## config.mk

```make
export PLATFORM = sky130hd
export DESIGN_NAME = pci_bus_sequencer
export DESIGN_NICKNAME = d
export VERILOG_FILES = /design/src/rtl/pci_bus_sequencer.sv
export SDC_FILE = /design/constraint.sdc
export NUM_CORES = 1
export LEC_CHECK = 0
export CAP_MARGIN = 20
export CORE_ASPECT_RATIO = 0.75
export CORE_MARGIN = 2
export CORE_UTILIZATION = 57
export CTS_CLUSTER_SIZE = 12
export DETAILED_ROUTE_END_ITERATION = 16
export GPL_TIMING_DRIVEN = 0
export PLACE_DENSITY = 0.85
export SETUP_SLACK_MARGIN = 0.3
export SYNTH_ARGS = -nofsm -noshare
export SYNTH_HDL_FRONTEND = slang
export SYNTH_SLANG_ARGS = --single-unit
```

## constraint.sdc

```tcl
create_clock -name clk -period 6.9 [get_ports clk]
set_input_delay 1.035 -clock clk [delete_from_list [all_inputs] [get_ports clk]]
set_output_delay 1.035 -clock clk [all_outputs]
set_load 0.03 [all_outputs]
```

## src/rtl/pci_bus_sequencer.sv

```systemverilog
// pci_bus_sequencer
//   Central round-robin arbiter and bus-phase sequencer for one PCI segment.
//   Grants one initiator at a time, then walks the shared phase code
//   address -> turnaround -> data (burst_len+1 transfers) -> finish -> idle.
//
//   Optional macro: PCI_SEQ_DEVSEL_TIMEOUT_EN
//     When defined, a data phase that sees no devsel for DEVSEL_TIMEOUT
//     cycles ends in finish with an abort pulse (master abort).
//     When undefined, data waits indefinitely and abort is tied low.
//
//   Ports
//     clk        bus clock, rising edge
//     rst        asynchronous active-high reset
//     req_n      active-low bus requests, one per initiator
//     burst_len  data phases minus one, sampled in address
//     devsel     active-low target select (anything but 0 = deasserted)
//     trdy       active-low target ready (anything but 0 = deasserted)
//     gnt_n      active-low grants, at most one low
//     owner      index of the current bus owner
//     state      phase code: 0 idle, 1 address, 2 turnaround, 3 data, 4 finish
//     fvalid     high in address, turnaround and data
//     xfer_done  one-cycle pulse in finish after a normal completion
//     abort      one-cycle pulse in finish after a master abort
module pci_bus_sequencer #(
   parameter int NUM_MASTERS    = 4,
   parameter int DEVSEL_TIMEOUT = 4
) (
   input  logic                   clk,
   input  logic                   rst,
   input  logic [NUM_MASTERS-1:0] req_n,
   input  logic [3:0]             burst_len,
   input  logic                   devsel,
   input  logic                   trdy,
   output logic [NUM_MASTERS-1:0] gnt_n,
   output logic [1:0]             owner,
   output logic [2:0]             state,
   output logic                   fvalid,
   output logic                   xfer_done,
   output logic                   abort
);

   if (NUM_MASTERS < 2 || NUM_MASTERS > 4) begin : g_bad_masters
      $error("pci_bus_sequencer: NUM_MASTERS must be 2..4");
   end
   if (DEVSEL_TIMEOUT < 1 || DEVSEL_TIMEOUT > 15) begin : g_bad_timeout
      $error("pci_bus_sequencer: DEVSEL_TIMEOUT must be 1..15");
   end

   typedef enum logic [2:0] {
      S_IDLE = 3'd0,
      S_ADDR = 3'd1,
      S_TURN = 3'd2,
      S_DATA = 3'd3,
      S_FIN  = 3'd4
   } phase_t;

   phase_t                 state_q, state_d;
   logic [NUM_MASTERS-1:0] gnt_d;
   logic [1:0]             owner_d;
   logic                   fvalid_d;
   logic                   done_d;
   logic [3:0]             remaining, remaining_d;
   logic [1:0]             last_owner, last_owner_d;
   logic                   has_owner, has_owner_d;

   // Only a literal 0 counts as asserted; x/z fall through as deasserted.
   logic devsel_on, trdy_on;
   assign devsel_on = (devsel == 1'b0);
   assign trdy_on   = (trdy == 1'b0);

   assign state = state_q;

   // Round-robin search. has_owner distinguishes "nobody owned the bus
   // since reset" (start at 0) from "master 0 was last" (start at 1).
   logic                   req_any;
   logic [1:0]             win;
   logic [NUM_MASTERS-1:0] win_onehot;
   int unsigned            start;
   int unsigned            idx;

   always_comb begin
      req_any    = 1'b0;
      win        = '0;
      win_onehot = '0;
      idx        = 0;
      if (has_owner && ({30'd0, last_owner} != NUM_MASTERS - 1))
         start = {30'd0, last_owner} + 32'd1;
      else
         start = 0;
      for (int unsigned i = 0; i < NUM_MASTERS; i++) begin
         idx = start + i;
         if (idx >= NUM_MASTERS)
            idx = idx - NUM_MASTERS;
         if (!req_any && !req_n[idx]) begin
            req_any         = 1'b1;
            win             = idx[1:0];
            win_onehot[idx] = 1'b1;
         end
      end
   end

`ifdef PCI_SEQ_DEVSEL_TIMEOUT_EN
   logic [3:0] tcnt, tcnt_d;
   logic       abort_d;
`endif

   always_comb begin
      state_d      = state_q;
      gnt_d        = gnt_n;
      owner_d      = owner;
      remaining_d  = remaining;
      last_owner_d = last_owner;
      has_owner_d  = has_owner;
      done_d       = 1'b0;
`ifdef PCI_SEQ_DEVSEL_TIMEOUT_EN
      tcnt_d       = tcnt;
      abort_d      = 1'b0;
`endif
      case (state_q)
         S_IDLE: begin
            gnt_d = '1;
            if (req_any) begin
               state_d = S_ADDR;
               gnt_d   = ~win_onehot;
               owner_d = win;
            end
         end
         S_ADDR: begin
            remaining_d = burst_len;
            state_d     = S_TURN;
         end
         S_TURN: begin
`ifdef PCI_SEQ_DEVSEL_TIMEOUT_EN
            tcnt_d  = '0;
`endif
            state_d = S_DATA;
         end
         S_DATA: begin
            if (devsel_on) begin
`ifdef PCI_SEQ_DEVSEL_TIMEOUT_EN
               tcnt_d = '0;
`endif
               if (trdy_on) begin
                  if (remaining == 4'd0) begin
                     state_d = S_FIN;
                     done_d  = 1'b1;
                  end else begin
                     remaining_d = remaining - 4'd1;
                  end
               end
            end
`ifdef PCI_SEQ_DEVSEL_TIMEOUT_EN
            // Compare the incremented count so abort lands after exactly
            // DEVSEL_TIMEOUT silent data cycles.
            else if (tcnt + 4'd1 == 4'(DEVSEL_TIMEOUT)) begin
               state_d = S_FIN;
               abort_d = 1'b1;
               tcnt_d  = '0;
            end else begin
               tcnt_d = tcnt + 4'd1;
            end
`endif
         end
         S_FIN: begin
            state_d      = S_IDLE;
            gnt_d        = '1;
            last_owner_d = owner;
            has_owner_d  = 1'b1;
         end
         default: begin
            state_d = S_IDLE;
            gnt_d   = '1;
         end
      endcase
      fvalid_d = (state_d == S_ADDR) || (state_d == S_TURN) || (state_d == S_DATA);
   end

   always_ff @(posedge clk or posedge rst) begin
      if (rst) begin
         state_q    <= S_IDLE;
         gnt_n      <= '1;
         owner      <= '0;
         fvalid     <= 1'b0;
         xfer_done  <= 1'b0;
         remaining  <= '0;
         last_owner <= '0;
         has_owner  <= 1'b0;
      end else begin
         state_q    <= state_d;
         gnt_n      <= gnt_d;
         owner      <= owner_d;
         fvalid     <= fvalid_d;
         xfer_done  <= done_d;
         remaining  <= remaining_d;
         last_owner <= last_owner_d;
         has_owner  <= has_owner_d;
      end
   end

`ifdef PCI_SEQ_DEVSEL_TIMEOUT_EN
   always_ff @(posedge clk or posedge rst) begin
      if (rst) begin
         tcnt  <= '0;
         abort <= 1'b0;
      end else begin
         tcnt  <= tcnt_d;
         abort <= abort_d;
      end
   end
`else
   assign abort = 1'b0;
`endif

endmodule

```

==> summary.md <==
| Metric | Value |
|---|---|
| Initial DRT Pass Iterations | 5 |
| Final Util | 74.41% |
| Met2 routing resource usage after global routing | 38.32% |
| Internal power | 0.0002658 W |
| I/O Buffers | 22 |
| Share of final-layout standard cells stronger than drive strength 1 | 13.11% |
| Number of buffers added to fix hold violations after cts | 0 |
| Fin. max-slew vios | 0 |
| Most utilized layer in the global route result | met2 |
| Library cell appearing most often on the critical path | sky130_fd_sc_hd__ha_1 |
| Synth top area share | 24.58% |
| DRC viols | 0 |
| Routing usage on met1 | 34.79% |
| Startpoint type of the worst setup path | flop |
| Antenna diode instance count | 0 |
| Yosys warnings | 0 |
| RSZ-0062 raised after global routing | no |
| Required time of the critical path | 7.13 ns |
| Most frequently used cell type in the post-synthesis netlist | sky130_fd_sc_hd__nor2_1 |
| Simple-gate portion of the synthesized area | 24.85% |
| Area share of xor/xnor cells in the synthesized design | 0.6146% |
| Number of setup buffers added after CTS | 0 |
| Cells along the critical path | ha_1 > nand3b_1 > ha_1 > inv_1 > a211oi_2 > or2_1 > buf_6 > o41ai_4 > a311oi_2 > nor3_2 |
| Total Negative Setup Slacks | 0 ns |
| P&R area growth vs syn | 21.51% |
| Sequential fraction of design power | 38.1% |
| Clock Skew | 0.002332 ns |
| Number of cells produced by synthesis | 155 |
| Maximum operating frequency | 302.0 MHz |
| Critical path endpoint category | flop |
| Share of the clock period used by the worst path after layout | 48.00% |
| Number of buffers created by CTS | 3 |
| Post-Syn Area per Cell | 9.194 um^2 |
| Vias in the first global route | 1146 |
| Async set or reset register ratio after synthesis | 100.0% |
| Final hold viol count | 0 |
| Die Width | 61.74 um |
| Number of synthesized register bits | 18 |
| Placed wire-length estimate | 2519 um |
| Arrival time at the worst endpoint | 3.54 ns |
| Min Tclk post-route | 3.312 ns |
| Initial antenna violation count | 0 |
| Final Worst Setup Slack | 3.588 ns |
| Worst slack after detailed placement | 3.481 ns |
| Total gr overflow | 0 |
| Mapped cell area | 1425 um^2 |
| Number of top-level pins | 24 |
| Post-Synth Adder-Cell Area | 11.41% |
| Library cell occupying the most area in the post-synthesis netlist | sky130_fd_sc_hd__dfrtp_1 |
| Relative max-transition margin | 44.58% |
| Maximum Capacitance Violations | 0 |
| Fraction of power consumed by the clock network | 14.5% |
| Routed wire length | 3224 um |
| Global-route wire length before repair | 5140 um |
| All-layer global routing usage | 23.96% |
| Clock tree from TritonCTS | done |
| Final count of negative-setup-slack endpoints | 0 |
| Met3 usage | 5.234% |
| Effective utilization at floorplan | 61.24% |
| Total number of vias | 1260 |
| Fraction of synthesized area in multiplexers | 2.371% |
| Lkg Pwr | 0.7537 nW |
| Filler Cell Count | 201 |
| Top cells by count, synth | 15 x sky130_fd_sc_hd__nor2_1, 14 x sky130_fd_sc_hd__dfrtp_1, 13 x sky130_fd_sc_hd__ha_1 |
| Crit path largest cell delay | 0.64 ns |
| Post-synthesis compound-gate area fraction | 23.18% |
| Number of cells upsized or downsized after cts | 0 |
| Power Dens Cells | 254.8 nW/um^2 |
| Combinational family with the most area after synthesis | simple AND/OR/NAND/NOR gates |
| Unique masters post-synth | 51 |
| Clock input transition at the sequential cells of the worst setup and hold paths | 0.10 ns |
| Total power after layout | 0.0004413 W |
| # H-tree levels | 1 |
| Routed len/inst | 14.86 um |
| Worst-Skew Late Latency | 0.29 ns |
| Via-per-instance ratio | 5.806 |
| Overall die area | 2920 um^2 |
| Row count | 15 |
| Pin count of the biggest net entering global routing | 19 |
| Share of synthesized area occupied by flip-flops and latches | 31.96% |
| Number of antenna-violating nets in the routed design | 0 |
| Path category of the worst min-delay check | flop to flop |
| Most used flip-flop cell after synthesis | sky130_fd_sc_hd__dfrtp_1 |
| Result of the run | finished clean |
| Final weighted congestion of routability-driven global placement | 0.8904 |
| Comb pwr share | 47.4% |
| CTS root buffer | sky130_fd_sc_hd__clkbuf_4 |
| Critical path start-end classification | flop to flop |
| TritonCTS sink count | 18 |
| Count of nets after finishing | 209 |
| Number of flops mapped to enable cells by yosys | 0 |
| Number of DRC markers after the initial detailed-route iteration | 114 |
| Switching Power | 0.0001755 W |
| Peak VDD IR | 0.2742 mV |
| Largest buffer count on any clock path | 2 |
| Core area | 2327 um^2 |
| Max FO, Critical Path | 11 |
| Tightest Pin Transition | 0.8249 ns |
| Area contributors post-synth | sky130_fd_sc_hd__dfrtp_1 25%, sky130_fd_sc_hd__ha_1 11%, sky130_fd_sc_hd__dfstp_2 7.4%, sky130_fd_sc_hd__nor2_1 4.0%, sky130_fd_sc_hd__o21ai_0 3.5% |
| Cell at the slowest stage of the critical path | sky130_fd_sc_hd__o41ai_4 |
| Sw Share | 39.77% |
| Die extent in y | 47.31 um |
## placed cells by master (no fill, tap or decap), types with 3 or more instances in the layout
cell type	n
sky130_fd_sc_hd__nand3b_1	3
sky130_fd_sc_hd__clkbuf_4	3
sky130_fd_sc_hd__nor2b_1	3
sky130_fd_sc_hd__o21ai_0	10
sky130_fd_sc_hd__dfstp_2	4
sky130_fd_sc_hd__mux2_2	3
sky130_fd_sc_hd__ha_1	13
sky130_fd_sc_hd__a211oi_1	4
sky130_fd_sc_hd__inv_1	10
sky130_fd_sc_hd__nand2b_1	5
sky130_fd_sc_hd__nand2_1	8
sky130_fd_sc_hd__nor3_1	6
sky130_fd_sc_hd__dfrtp_1	14
sky130_fd_sc_hd__conb_1	4
sky130_fd_sc_hd__or2b_1	3
sky130_fd_sc_hd__nor2_1	15
sky130_fd_sc_hd__a21oi_1	8
sky130_fd_sc_hd__clkdlybuf4s50_1	22
## stage by stage
step	instance area (um^2)	hold WS (ns)	std cells
after floorplan	1433	0.4835	157
after global placement	1695	0.4944	213
after detailed placement	1695	0.5077	213
after CTS	1732	0.5307	217
after global routing	1732	0.5603	217
final	1732	0.5271	217
## cells by family (layout without fill, tap and decap cells)
family / after synthesis / in the layout
DFF: 18 / 18
muxes: 3 / 3
buffers and inverters: 14 / 40
AOI/OAI and AO/OA: 43 / 43
adders and majority gates: 13 / 13
and+or+nand+nor: 61 / 61
other: 2 / 4
xor gates and xnor gates: 1 / 1
## registers in the layout, indices dropped and copies added, names as in the netlist
signal	cells
remaining	4
state	3
has_owner	1
xfer_done	1
fvalid	1
last_owner	2
gnt_n	4
owner	2
## final cells by class
| class | instances | area, um^2 | share of cell area (%) |
|---|---|---|---|
| timing repair buffer | 22 | 220.2 | 12.72 |
| buffer | 4 | 35.03 | 2.023 |
| clock buffer | 4 | 36.28 | 2.095 |
| inverter | 10 | 37.54 | 2.168 |
| sequential | 18 | 455.4 | 26.30 |
| tap | 34 | 42.54 | 2.457 |
| multi-input combinational | 125 | 904.6 | 52.24 |
## final timing paths
path / from / end / slack [ns] / cells past startpoint
worst min-delay path: owner[1] / owner[1] / 0.53 / 2
worst max register to register: last_owner[0] / gnt_n[0] / 3.59 / 10
min in group asynchronous: rst / remaining[3] / 1.13 / 2
worst max-delay path: last_owner[0] / gnt_n[0] / 3.59 / 10
max in group asynchronous: rst / state[1] / 5.35 / 2
worst min register to register: owner[1] / owner[1] / 0.53 / 2
## power by group through the flow
| stage | Combinational (W) | Clock, W | Sequential [W] |
|---|---|---|---|
| global route | 0.000228 | 0.0000681 | 0.000172 |
| CTS | 0.000208 | 0.0000655 | 0.000168 |
| global placement | 0.000199 | 0 | 0.000168 |
| detailed placement | 0.000206 | 0 | 0.000170 |
| floorplan | 0.0000987 | 0 | 0.000206 |
| finish | 0.000209 | 0.0000640 | 0.000168 |
## worst max-delay path, delay by kind of cell (launching register included)
family,cells,cell delay [ns]
flip-flops,1,0.48
buffers and inverters,2,0.24
adder cells (fa/ha/maj),2,0.80
AND/OR/NAND/NOR,3,0.90
AO/OA/AOI/OAI,3,0.83
## per-layer routing
layer / up-vias / wire, um / share of wire [%]
met3: 0 / 204 / 6.3
met1: 594 / 1533 / 48
li1: 620 / - / -
met4: 0 / 0 / 0
met2: 46 / 1486 / 46
met5: - / 0 / 0
No activity file was read; power rests on OpenSTA's default activity.
